File: config.mk
export PLATFORM = sky130hd
export DESIGN_NAME = bitlet_sel_gen_8
export DESIGN_NICKNAME = d
export VERILOG_FILES = /design/src/rtl/bitlet_sel_gen_8.sv
export SDC_FILE = /design/constraint.sdc
export NUM_CORES = 1
export LEC_CHECK = 0
export ABC_AREA = 1
export BUFFER_PORTS_ARGS = -buffer_cell sky130_fd_sc_hd__buf_4
export CAP_MARGIN = 10
export CORE_MARGIN = 3
export CORE_UTILIZATION = 39
export DETAILED_ROUTE_END_ITERATION = 16
export HOLD_SLACK_MARGIN = 0.05
export PLACE_DENSITY = 0.66
export SYNTH_ARGS = -nofsm -noshare
export SYNTH_HDL_FRONTEND = slang
export SYNTH_SLANG_ARGS = --single-unit
File: constraint.sdc
create_clock -name clk -period 3.8 [get_ports clk]
set_input_delay 0.76 -clock clk [delete_from_list [all_inputs] [get_ports clk]]
set_output_delay 0.76 -clock clk [all_outputs]
set_load 0.05 [all_outputs]
File: src/rtl/bitlet_sel_gen_8.sv
// Purpose: weight-side Bitlet scheduler; transposes a weight vector into bit columns and
//          emits, per beat, the lowest still-set weight index of every column.
// Latency: first beat valid the cycle after capture; holds all beat outputs while out_ready=0.
module bitlet_sel_gen_8 #(
  parameter int DATA_WIDTH    = 8,
  parameter int VEC_LENGTH    = 8,
  parameter int MUX_SEL_WIDTH = $clog2(VEC_LENGTH),
  parameter int BEAT_WIDTH    = $clog2(VEC_LENGTH + 1)
) (
  input  logic                              clk,
  input  logic                              reset,
  input  logic                              w_valid,
  output logic                              w_ready,
  input  logic [VEC_LENGTH*DATA_WIDTH-1:0]  w_in,
  input  logic                              out_ready,
  output logic                              out_valid,
  output logic [DATA_WIDTH*MUX_SEL_WIDTH-1:0] act_sel,
  output logic [DATA_WIDTH-1:0]             act_val,
  output logic                              en,
  output logic                              load_accum,
  output logic                              last,
  output logic [BEAT_WIDTH-1:0]             beat_idx
);

  typedef enum logic {IDLE, RUN} state_t;

  state_t                  state;
  logic [VEC_LENGTH-1:0]   col      [DATA_WIDTH];
  logic [BEAT_WIDTH-1:0]   beat_cnt;

  logic [VEC_LENGTH-1:0]   w_col    [DATA_WIDTH];
  logic [VEC_LENGTH-1:0]   low_bit  [DATA_WIDTH];
  logic [VEC_LENGTH-1:0]   col_next [DATA_WIDTH];
  logic [MUX_SEL_WIDTH-1:0] sel     [DATA_WIDTH];
  logic [DATA_WIDTH-1:0]   col_nz;
  logic [DATA_WIDTH-1:0]   col_rem;
  logic                    run;
  logic                    last_int;
  logic                    capture;

  // Transpose the incoming weights: column j collects bit j of every weight.
  always_comb begin
    for (int j = 0; j < DATA_WIDTH; j++) begin
      w_col[j] = '0;
      for (int i = 0; i < VEC_LENGTH; i++) begin
        w_col[j][i] = w_in[i*DATA_WIDTH + j];
      end
    end
  end

  // Per column: isolate the lowest set bit, what remains after clearing it, and its index.
  always_comb begin
    for (int j = 0; j < DATA_WIDTH; j++) begin
      low_bit[j]  = col[j] & (~col[j] + VEC_LENGTH'(1));
      col_next[j] = col[j] & ~low_bit[j];
      col_nz[j]   = |col[j];
      col_rem[j]  = |col_next[j];
      sel[j]      = '0;
      // Scan from the top so the lowest set index wins; empty columns keep index 0.
      for (int i = VEC_LENGTH - 1; i >= 0; i--) begin
        if (col[j][i]) sel[j] = MUX_SEL_WIDTH'(i);
      end
    end
  end

  // Beat-level outputs decode purely from registered state plus out_ready.
  always_comb begin
    run        = (state == RUN);
    // Last beat when no column still holds a bit after this beat's clear; an
    // all-zero vector therefore produces exactly one (empty) beat.
    last_int   = ~|col_rem;
    out_valid  = run;
    en         = run & out_ready;
    load_accum = run & (beat_cnt == '0);
    last       = run & last_int;
    beat_idx   = beat_cnt;
    w_ready    = ~run | (last_int & out_ready);
    capture    = w_valid & w_ready;
    act_val    = col_nz & {DATA_WIDTH{run}};
    act_sel    = '0;
    for (int j = 0; j < DATA_WIDTH; j++) begin
      act_sel[j*MUX_SEL_WIDTH +: MUX_SEL_WIDTH] = run ? sel[j] : '0;
    end
  end

  // Scheduler state: capture a vector, then peel one bit per column on each accepted beat.
  always_ff @(posedge clk or negedge reset) begin
    if (!reset) begin
      state    <= IDLE;
      beat_cnt <= '0;
      for (int j = 0; j < DATA_WIDTH; j++) col[j] <= '0;
    end else if (capture) begin
      // Covers both IDLE capture and the no-bubble handoff on an accepted last beat.
      state    <= RUN;
      beat_cnt <= '0;
      for (int j = 0; j < DATA_WIDTH; j++) col[j] <= w_col[j];
    end else if (en) begin
      for (int j = 0; j < DATA_WIDTH; j++) col[j] <= col_next[j];
      if (last_int) begin
        // Park the counter at zero so IDLE looks the same as after reset.
        state    <= IDLE;
        beat_cnt <= '0;
      end else begin
        beat_cnt <= beat_cnt + BEAT_WIDTH'(1);
      end
    end
  end

endmodule

==> results by group, run 1 <==
Setup path
  – R2R depth: 14
  – Crit path max fanout: 20
  – CP arrival: between 2 and 2.5 ns
  – R2R Path Start: col[59]$_DFFE_PN0P_
  – CP endpoint kind: output pin
  – Critical Path RT: just over 3 ns
  – R2R setup slack: approximately 0.90 ns
  – R2r endpoint: col[15]$_DFFE_PN0P_
  – Kind of critical path: reg2out
  – Worst Setup Start Kind: flop

Synthesis
  – Post-synthesis sequential area ratio: 35.7%
  – Ys Warns: 0
  – Cell Area, Synth: ~0.0048 sq mm
  – Net Count, Synth: 839
  – Cells after synthesis: 769
  – Synth Flop Type: dfrtp_1
  – Post-synth EDFFs: 0
  – Yosys reg bits: 69
  – Avg Cell Area, Syn: roughly 6.3 sq um
  – FFs w/ async S/R, synth: 100%
  – Synth cell types: 29

Job
  – Max Cap Viol: 0

Timing
  – Max Clk Rate: around 300 MHz
  – Final Hold Fails: 0
  – Period minus WS final: between 3 and 4 ns
  – RSZ-0062 raised after global routing: false
  – Setup violators final: 0
  – Tcrit/Tclk final: between 80% and 90%
  – Skew final: 0.00910 ns
  – Hold Slack: a little over 0.5 ns
  – Actual slew at the worst max-slew pin: 0.918 ns
  – Max Transition Viols Final: 0
  – Slew headroom: around 39%

Clocking
  – Post-CTS sizing: 0
  – Clock slew at reported path FFs: around 0.060 ns
  – CTS buffer count: 9
  – TritonCTS clock tree: done
  – H-Tree Depth: 3
  – Clk sinks: a little under 70
  – # hold bufs at CTS: 0
  – Clock root buffer: clkbuf_16
  – CTS Buffer Depth: 2
  – Post-CTS setup buffer count: 0
  – Clk_lat worst skew: 0.33 ns

Placement
  – PortBufs: between 100 and 150
  – GP Congestion: ~0.88
  – Detailed placement HPWL: ~10000 microns

Cells and area
  – ANT cells: 0
  – Synthesis-to-layout area growth: 24.1%
  – Layout cells sized above 1: 17.3%
  – Nets: a little over 900
  – Fillers: between 1000 and 1500

Floorplanning
  – Chip Width: ~120 microns
  – Row Count: 40
  – Core ar.: between 0.01 and 0.015 sq mm
  – Chip height: 117 microns
  – I/O Pins: between 100 and 150
  – Starting Density: approximately two fifths
  – Area of the die: approximately 0.014 sq mm

GRT
  – Vias in the first global route: 4935
  – GRT Residual Overflow: 0
  – Initial antenna violation count: 0
  – Largest net degree at the start of global routing: 70
  – Global-route wire length before repair: 24000 microns
  – Tot GR Track Use: 20.9%

Route
  – Drt pass-1 iters: 5
  – Total wire length: 14500 microns
  – Vias: approximately 5200
  – Residual DRC: 0
  – Starting DRT DRC Count: around 420
  – WL/cell: 14.0 microns
  – Remaining antenna violation count: 0
  – DR vias/cell: about 5

Hold path
  – Hold Crit Depth: 2
  – Worst Hold Class: reg2reg
  – Min-Delay Startpoint: col[18]$_DFFE_PN0P_
  – Hold worst-path end: col[18]$_DFFE_PN0P_

Run status
  – Status: complete, no violations
[state kept, by name, indices dropped and copies added (netlist names)]
| signal | count |
|---|---|
| out_valid | 1 |
| beat_idx | 4 |
| col | 64 |
[stage by stage]
step	TNS, ns	setup slack [ns]	cells	area (sq um)	utilization [%]
CTS	0	0.583	1033	6000	49.8
global route	0	0.323	1033	6000	49.8
global placement	0	0.977	1017	5730	47.5
finish	0	0.551	1033	6000	49.8
floorplan	-1.08	-0.540	769	4840	-
detailed placement	0	0.957	1017	5730	47.5
[worst max-delay path: stages (launching register included)]
cell	delay, ns
dfrtp_1	0.43
nor2_1	0.24
nand2_1	0.16
o21ai_1	0.20
nand2_1	0.07
nor2_1	0.13
nand2_1	0.07
nor2_1	0.12
nand4_1	0.12
nand2_2	0.34
buf_4	0.28
[layer usage]
metal	global-route usage [%]	share of wire, %	vias up
met1	29.1	46	2351
met2	33.7	46	169
met5	0	0	-
met4	6.82	2.1	0
met3	3.13	5.8	25
li1	-	-	2626
[cells in the mapped netlist (5+ instances only)]
| cell type | n | area share, % |
|---|---|---|
| dfrtp_1 | 69 | 36 |
| nor3_1 | 21 | 2.2 |
| buf_4 | 5 | 0.78 |
| nand4_1 | 6 | 0.78 |
| or2_2 | 8 | 1.0 |
| a21oi_1 | 20 | 2.1 |
| nand2_1 | 276 | 21 |
| o21ai_1 | 15 | 1.6 |
| nor2_1 | 49 | 3.8 |
| clkbuf_1 | 20 | 1.6 |
| inv_1 | 96 | 7.4 |
| buf_2 | 6 | 0.62 |
| nand3_1 | 128 | 13 |
| a31oi_1 | 6 | 0.78 |
| o21ai_0 | 8 | 0.83 |
| o21bai_1 | 7 | 1.1 |
[layout by cell type (no fill, tap or decap)]
cell type / Yosys / layout
dfrtp_1: 69 / 69
a31oi_1: 6 / 6
nor2_4: 4 / 4
clkinv_4: 0 / 2
inv_1: 96 / 96
clkbuf_16: 0 / 9
o21ai_0: 8 / 8
nand3b_1: 3 / 3
inv_6: 0 / 1
o31ai_1: 1 / 1
xor2_1: 2 / 2
nor2_1: 49 / 49
o21ai_1: 15 / 15
clkinvlp_4: 0 / 2
inv_2: 1 / 1
clkinv_1: 1 / 1
nor3_1: 21 / 21
a21oi_1: 20 / 20
or2_2: 8 / 8
o21bai_1: 7 / 7
nand2_2: 3 / 4
nor2_2: 2 / 2
a211oi_1: 3 / 3
buf_4: 5 / 115
clkinv_2: 0 / 2
a2111oi_0: 2 / 2
o21a_1: 1 / 1
nand2_1: 276 / 275
nand4_1: 6 / 6
ha_1: 2 / 2
nand3_1: 128 / 128
[area by class of cell]
cell class	instances	area, sq um	area share (%)
clock buffers	9	225	3.75
clock inverters	7	51.3	0.855
inverters	98	368	6.13
multi-input cells	567	2560	42.6
flip-flops and latches	69	1730	28.8
well taps	168	210	3.50
repair buffers	115	863	14.4
[kinds of logic after synthesis]
kind of cell	synth area share (%)
buffers and inverters	11.5
xor gates and xnor gates	0.362
adders and majority gates	0.517
AOI/OAI and AO/OA	7.45
DFF	35.7
and+or+nand+nor	44.5
[worst max-delay path by stage]
| stage | from | endpoint | slack, ns |
|---|---|---|---|
| final | col[59]$_DFFE_PN0P_ | w_ready | 0.55 |
| after global routing | col[59]$_DFFE_PN0P_ | w_ready | 0.32 |
| after CTS | col[19]$_DFFE_PN0P_ | w_ready | 0.58 |
| after detailed placement | col[19]$_DFFE_PN0P_ | w_ready | 0.96 |
| after global placement | col[19]$_DFFE_PN0P_ | w_ready | 0.98 |
| after floorplan | out_valid$_DFFE_PN0P_ | act_sel[10] | -0.54 |
Power of run 1 is left out: the tool's default activity adds up to more than one toggle a clock period on the data nets, which glitch-free logic cannot reach.
==> inputs of run 2 (changes only) <==
--- a/config.mk
+++ b/config.mk
@@ -9,10 +9,10 @@
 export BUFFER_PORTS_ARGS = -buffer_cell sky130_fd_sc_hd__buf_4
 export CAP_MARGIN = 10
 export CORE_MARGIN = 3
-export CORE_UTILIZATION = 39
+export CORE_UTILIZATION = 49
 export DETAILED_ROUTE_END_ITERATION = 16
 export HOLD_SLACK_MARGIN = 0.05
-export PLACE_DENSITY = 0.66
+export PLACE_DENSITY = 0.78
 export SYNTH_ARGS = -nofsm -noshare
 export SYNTH_HDL_FRONTEND = slang
 export SYNTH_SLANG_ARGS = --single-unit
==> run 2 against run 1 <==
Effect of this change: worst setup slack got worse by 0.066 ns; clock skew increased by 0.0047 ns; first-iteration DRC count decreased by 24%; cell area decreased by 2.6%; routed wire length decreased by 2.9%; worst hold slack improved by 0.0016 ns; maximum frequency decreased by 2.0%; die area decreased by 19%; largest cell class unchanged; non-clock buffer count unchanged; count of clock-buffer cells in the layout increased by 1; flip-flop and latch count unchanged.
==> results by group, run 2 (synthesized netlist as in run 1, its figures left out) <==
Floorplanning
  – Chip height: 105 microns (-10%)
  – Area of the die: 0.0111 sq mm (-19%)
  – Core ar.: 0.00942 sq mm (-22%)
  – Starting Density: 51.4% (+11 points)
  – Row Count: 35 (-13%)
  – I/O Pins: 109 (unchanged)
  – Chip Width: 105 microns (-10%)

Job
  – Max Cap Viol: 0 (unchanged)

Clocking
  – Clk sinks: 69 (unchanged)
  – Clock slew at reported path FFs: 0.09 ns (+0.03 ns)
  – # hold bufs at CTS: 0 (unchanged)
  – H-Tree Depth: 3 (unchanged)
  – Clock root buffer: clkbuf_8
  – Post-CTS sizing: 0 (unchanged)
  – TritonCTS clock tree: done
  – Clk_lat worst skew: 0.34 ns (about the same)
  – CTS Buffer Depth: 2 (unchanged)
  – Post-CTS setup buffer count: 0 (unchanged)
  – CTS buffer count: 9 (unchanged)

Placement
  – GP Congestion: 0.884 (+0.31%)
  – Placed cell count: 978 (-3.8%)
  – Detailed placement HPWL: 10100 microns (-2.2%)
  – PortBufs: 108 (unchanged)

Cells and area
  – Nets: 930 (unchanged)
  – Fillers: 904 (-28%)
  – Synthesis-to-layout area growth: 20.8%
  – Largest Register: col
  – Area of the multi-input gates: 0.00256 sq mm (unchanged)
  – Layout cells sized above 1: 17.2% (-0.12 points)
  – Util after Layout: 62.1% (+12 points)
  – Max reg flops: 64 (unchanged)
  – Most common cell after layout, fill and taps aside: nand2_1
  – Most frequent cells in the layout: nand2_1, nand3_1, buf_4
  – ANT cells: 0 (unchanged)
  – Reg area: 0.00173 sq mm (unchanged)
  – Non-Filler Instances: 994 (-3.8%)

Setup path
  – Worst path cell trace: nor2_1 > nand2_1 > o21ai_1 > nand2_1 > nor2_1 > nand2_1 > nor2_1 > nand4_1 > nand2_2 > buf_4
  – Slowest-stage cell, CP: dfrtp_1
  – R2R Path Start: col[19]$_DFFE_PN0P_
  – CP endpoint kind: output pin
  – R2R depth: 13 (-1)
  – Kind of critical path: reg2out
  – Worst Setup Start Kind: flop
  – Crit path max fanout: 23 (+15%)
  – Max stage delay on crit path: 0.44 ns (about the same)
  – CP arrival: 2.55 ns (+0.06 ns)
  – Critical Path RT: 3.04 ns (about the same)
  – R2R setup slack: 0.62 ns (-0.28 ns)
  – R2r endpoint: col[5]$_DFFE_PN0P_

Timing
  – Setup violators final: 0 (unchanged)
  – Max Transition Viols Final: 0 (unchanged)
  – RSZ-0062 raised after global routing: false
  – Final Hold Fails: 0 (unchanged)
  – Hold Slack: 0.515 ns (+0.00157 ns)
  – Max Clk Rate: 302 MHz (-2.0%)
  – Actual slew at the worst max-slew pin: 1.13 ns (+0.210 ns)
  – Skew final: 0.0138 ns (+0.00466 ns)
  – Tcrit/Tclk final: 87.2% (+1.7 points)
  – Slew headroom: 24.6% (-14 points)
  – Period minus WS final: 3.31 ns (+0.0659 ns)

GRT
  – Vias in the first global route: 4754 (-3.7%)
  – Global-route wire length before repair: 22900 microns (-4.2%)
  – GRT Residual Overflow: 0 (unchanged)
  – Largest net degree at the start of global routing: 70 (unchanged)
  – Initial antenna violation count: 0 (unchanged)
  – Tot GR Track Use: 25.1% (+4.2 points)

Route
  – Remaining antenna violation count: 0 (unchanged)
  – Vias: 5281 (+2.1%)
  – Total wire length: 14100 microns (-2.9%)
  – DR vias/cell: 5.31 (+6.1%)
  – Drt pass-1 iters: 5 (unchanged)
  – Residual DRC: 0 (unchanged)
  – Starting DRT DRC Count: 319 (-24%)
  – WL/cell: 14.2 microns (+0.87%)

Hold path
  – Hold worst-path end: col[42]$_DFFE_PN0P_
  – Worst Hold Class: reg2reg
  – Min-Delay Startpoint: col[42]$_DFFE_PN0P_
  – Hold Crit Depth: 2 (unchanged)

Run status
  – Status: complete, no violations
[run 2: cell types whose count changed in the layout (fill, tap and decap cells not counted), sizes merged]
cell,change
clkinv,+1
inv,-1
clkinvlp,-1
clkbuf,+1
[run 2: layout make-up]
| type | instances | share of cell area (%) |
|---|---|---|
| clock buffer | 10 | 2.18 |
| clock inverter | 6 | 0.685 |
| inverter | 98 | 6.29 |
| multi-input combinational | 567 | 43.8 |
| sequential | 69 | 29.5 |
| tap | 129 | 2.76 |
| timing repair buffer | 115 | 14.8 |
[run 2: worst max-delay path, delay by kind of cell (launching register included)]
family	cells	cell delay [ns]
simple gates	8	1.25
flops	1	0.44
buf+inv	1	0.29
compound gates	1	0.21
[run 2: worst max-delay path by stage]
stage,endpoint,cells after the start,from,slack [ns]
after floorplan,act_sel[10],3,out_valid$_DFFE_PN0P_,-0.54
after global placement,col[34]$_DFFE_PN0P_,13,col[59]$_DFFE_PN0P_,0.75
after detailed placement,col[34]$_DFFE_PN0P_,15,col[2]$_DFFE_PN0P_,0.72
after CTS,w_ready,10,col[19]$_DFFE_PN0P_,0.51
after global routing,col[42]$_DFFE_PN0P_,13,col[19]$_DFFE_PN0P_,0.20
final,w_ready,10,col[19]$_DFFE_PN0P_,0.49
[run 2: per-layer routing]
metal  global-route usage, %  vias up  share of wire [%]
met2                    40.3      214                 47
met3                    3.00       14                6.8
met4                    6.09        0                1.0
met1                    36.2     2423                 45
li1                        -     2630                  -
met5                       0        -                  0
[run 2: per-stage QoR]
step | setup TNS (ns) | area (sq um) | worst slack (ns)
6_report | 0 | 5840 | 0.486
5_1_grt | 0 | 5840 | 0.199
4_1_cts | 0 | 5840 | 0.508
3_5_place_dp | 0 | 5680 | 0.716
3_3_place_gp | 0 | 5680 | 0.750
2_1_floorplan | -1.08 | 4840 | -0.540
Power of run 2 is left out for the same reason.
==> inputs of run 3 (changes only) <==
--- a/config.mk
+++ b/config.mk
@@ -5,14 +5,14 @@
 export SDC_FILE = /design/constraint.sdc
 export NUM_CORES = 1
 export LEC_CHECK = 0
-export ABC_AREA = 1
+export ABC_AREA = 0
 export BUFFER_PORTS_ARGS = -buffer_cell sky130_fd_sc_hd__buf_4
 export CAP_MARGIN = 10
 export CORE_MARGIN = 3
 export CORE_UTILIZATION = 49
 export DETAILED_ROUTE_END_ITERATION = 16
 export HOLD_SLACK_MARGIN = 0.05
-export PLACE_DENSITY = 0.78
+export PLACE_DENSITY = 0.8
 export SYNTH_ARGS = -nofsm -noshare
 export SYNTH_HDL_FRONTEND = slang
 export SYNTH_SLANG_ARGS = --single-unit
==> run 3 against run 2 <==
Effect of this change: sequential share of layout area up 2.8 points; critical path type unchanged; non-clock buffer count up 8; maximum frequency down 11%; synthesized area down 13%; first-iteration DRC count up 34%; clock skew up 0.0040 ns; final cell count down 26%; global-route usage up 0.58 points; die area down 12%; cell area down 8.6%; critical endpoint unchanged; synthesized cell count down 31%.
==> results by group, run 3 <==
Run status
  – Status: complete, no violations

Setup path
  – R2r endpoint: col[31]$_DFFE_PN0P_
  – Kind of critical path: reg2out
  – Critical Path RT: 3.04 ns (about the same)
  – CP endpoint kind: output pin
  – Crit path max fanout: 6 (-74%)
  – R2R depth: 10 (-3)
  – R2R setup slack: 0.49 ns (-0.13 ns)
  – R2R Path Start: col[17]$_DFFE_PN0P_
  – Worst Setup Start Kind: flop
  – CP arrival: 2.97 ns (+0.42 ns)

Route
  – Vias: 4543 (-14%)
  – Drt pass-1 iters: 5 (unchanged)
  – Remaining antenna violation count: 0 (unchanged)
  – WL met1: 5340 microns (-15%)
  – Starting DRT DRC Count: 429 (+34%)
  – Residual DRC: 0 (unchanged)
  – DR vias/cell: 6.16 (+16%)
  – WL/cell: 17.3 microns (+22%)
  – Met3 Routed Length: 1250 microns (+30%)
  – Top layer used by detailed routing: met4
  – DR WL met2: 6020 microns (-9.7%)
  – Total wire length: 12700 microns (-9.4%)

Synthesis
  – Post-synthesis simple-gate area fraction: 27.2% (-17 points)
  – Synth Area in Adders: 0.834% (+0.32 points)
  – FFs w/ async S/R, synth: 100% (unchanged)
  – Net Count, Synth: 603 (-28%)
  – Synth Flop Type: dfrtp_1
  – Largest family of logic cells by synthesized area: simple AND/OR/NAND/NOR gates
  – Yosys top cell area share: 41.1% (+5.4 points)
  – Ys Warns: 0 (unchanged)
  – XOR/XNOR share of the synthesized area: 0% (-0.36 points)
  – Yosys top cell by area: dfrtp_1
  – Synth Area in Compound Gates: 24.8% (+17 points)
  – Cell Area, Synth: 0.00420 sq mm (-13%)
  – Most instantiated cells after synthesis: nand2_1, dfrtp_1, nor2_1
  – Yosys reg bits: 69 (unchanged)
  – Cell with the most instances after synthesis: nand2_1
  – Post-synth EDFFs: 0 (unchanged)
  – Mux cell area share after synthesis: 0% (unchanged)
  – Post-synthesis sequential area ratio: 41.1% (+5.4 points)
  – Synth cell types: 48 (+66%)
  – Avg Cell Area, Syn: 7.88 sq um (+25%)
  – Area contributors post-synth: dfrtp_1, nand2_1, nor2_1
  – Cells after synthesis: 533 (-31%)

Cells and area
  – Most common cell after layout, fill and taps aside: buf_4
  – Layout cells sized above 1: 25.0% (+7.7 points)
  – Largest Register: col
  – ANT cells: 0 (unchanged)
  – Max reg flops: 64 (unchanged)
  – Fillers: 724 (-20%)
  – Reg area: 0.00173 sq mm (+0.14%)
  – Synthesis-to-layout area growth: 27.2%
  – Final Instance Area: 0.00534 sq mm (-8.6%)
  – Area of the multi-input gates: 0.00227 sq mm (-11%)
  – Nets: 698 (-25%)
  – Most frequent cells in the layout: buf_4, nand2_1, dfrtp_1

Clocking
  – Clock slew at reported path FFs: 0.08 ns (about the same)
  – Clock root buffer: clkbuf_8
  – Clk sinks: 69 (unchanged)
  – Clk_lat worst skew: 0.35 ns (about the same)
  – H-Tree Depth: 3 (unchanged)
  – TritonCTS clock tree: done
  – CTS buffer count: 9 (unchanged)
  – CTS Buffer Depth: 2 (unchanged)

Floorplanning
  – I/O Pins: 109 (unchanged)
  – Row Count: 33 (-5.7%)
  – Chip Width: 98.6 microns (-6.4%)
  – Area of the die: 0.00972 sq mm (-12%)
  – Core ar.: 0.00826 sq mm (-12%)
  – Chip height: 98.6 microns (-6.4%)
  – Starting Density: 50.8% (-0.53 points)

Timing
  – Hold Slack: 0.529 ns (+0.0138 ns)
  – Final Hold Fails: 0 (unchanged)
  – Setup violators final: 0 (unchanged)
  – Tcrit/Tclk final: 98.0% (+11 points)
  – Slew headroom: 30.3% (+5.8 points)
  – Max Clk Rate: 268 MHz (-11%)
  – Max Transition Viols Final: 0 (unchanged)
  – Actual slew at the worst max-slew pin: 1.04 ns (-0.0866 ns)
  – Period minus WS final: 3.73 ns (+0.411 ns)
  – Setup_tns: 0 ns (unchanged)
  – RSZ-0062 raised after global routing: false
  – Skew final: 0.0177 ns (+0.00397 ns)

GRT
  – Vias in the first global route: 4158 (-13%)
  – Largest net degree at the start of global routing: 70 (unchanged)
  – Global-route wire length before repair: 20300 microns (-11%)
  – Initial antenna violation count: 0 (unchanged)
  – Tot GR Track Use: 25.7% (+0.58 points)
  – GRT Residual Overflow: 0 (unchanged)

Placement
  – PortBufs: 108 (unchanged)
  – Detailed placement HPWL: 8980 microns (-11%)
  – GP Congestion: 0.866 (-2.0%)
  – Placed cell area: 0.00504 sq mm (-11%)

Job
  – Max Cap Viol: 0 (unchanged)

Hold path
  – Worst Hold Class: in2async
[run 3: critical path, cell delays in order, from the launching register on]
cell and delay (ns):
dfrtp_2 0.43, or4_4 0.59, or3_4 0.38, a2111o_1 0.41
nor4_4 0.29, nand2_2 0.16, o21ai_4 0.17, buf_6 0.17
[run 3: worst max path at each step]
| stage | from | to | cells after the start |
|---|---|---|---|
| 6_report | col[17]$_DFFE_PN0P_ | w_ready | 7 |
| 5_1_grt | col[17]$_DFFE_PN0P_ | w_ready | 7 |
| 4_1_cts | col[41]$_DFFE_PN0P_ | w_ready | 7 |
| 3_5_place_dp | col[16]$_DFFE_PN0P_ | w_ready | 7 |
| 3_3_place_gp | col[16]$_DFFE_PN0P_ | w_ready | 7 |
| 2_1_floorplan | col[16]$_DFFE_PN0P_ | last | 6 |
[run 3: cell families after synthesis]
| kind of cell | Yosys count |
|---|---|
| AOI/OAI and AO/OA | 158 |
| adders and majority gates | 3 |
| buffers and inverters | 53 |
| DFF | 69 |
| and+or+nand+nor | 250 |
[run 3: per-layer routing]
layer | up-vias | global-route usage, %
met5 | - | 0
met4 | 0 | 5.15
met3 | 20 | 6.51
met2 | 257 | 41.0
met1 | 2141 | 35.8
li1 | 2125 | -
[run 3: per-stage QoR]
stage	setup slack (ns)	utilization, %	std cells
3_5_place_dp	0.161	61.0	716
3_3_place_gp	0.259	61.0	716
4_1_cts	0.0134	63.7	733
2_1_floorplan	0.0466	-	533
6_report	0.0745	64.7	738
5_1_grt	0.0101	64.7	738
[run 3: repair_timing]
| item | in CTS | in global routing |
|---|---|---|
| setup endpoints to repair | 2 | 2 |
| hold buffers | 0 | 0 |
| cloned | 0 | 0 |
| pin swaps | 1 | 3 |
| resized for setup | 3 | 7 |
| setup buffers | 1 | 5 |
[run 3: cell type report]
| cell class | count | area share [%] |
|---|---|---|
| multi-input combinational | 411 | 42.5 |
| clock buffer | 11 | 2.46 |
| clock inverter | 5 | 1.41 |
| inverter | 14 | 0.984 |
| timing repair buffer | 123 | 17.8 |
| tap | 105 | 2.46 |
| sequential | 69 | 32.4 |
Power of run 3 is left out for the same reason.
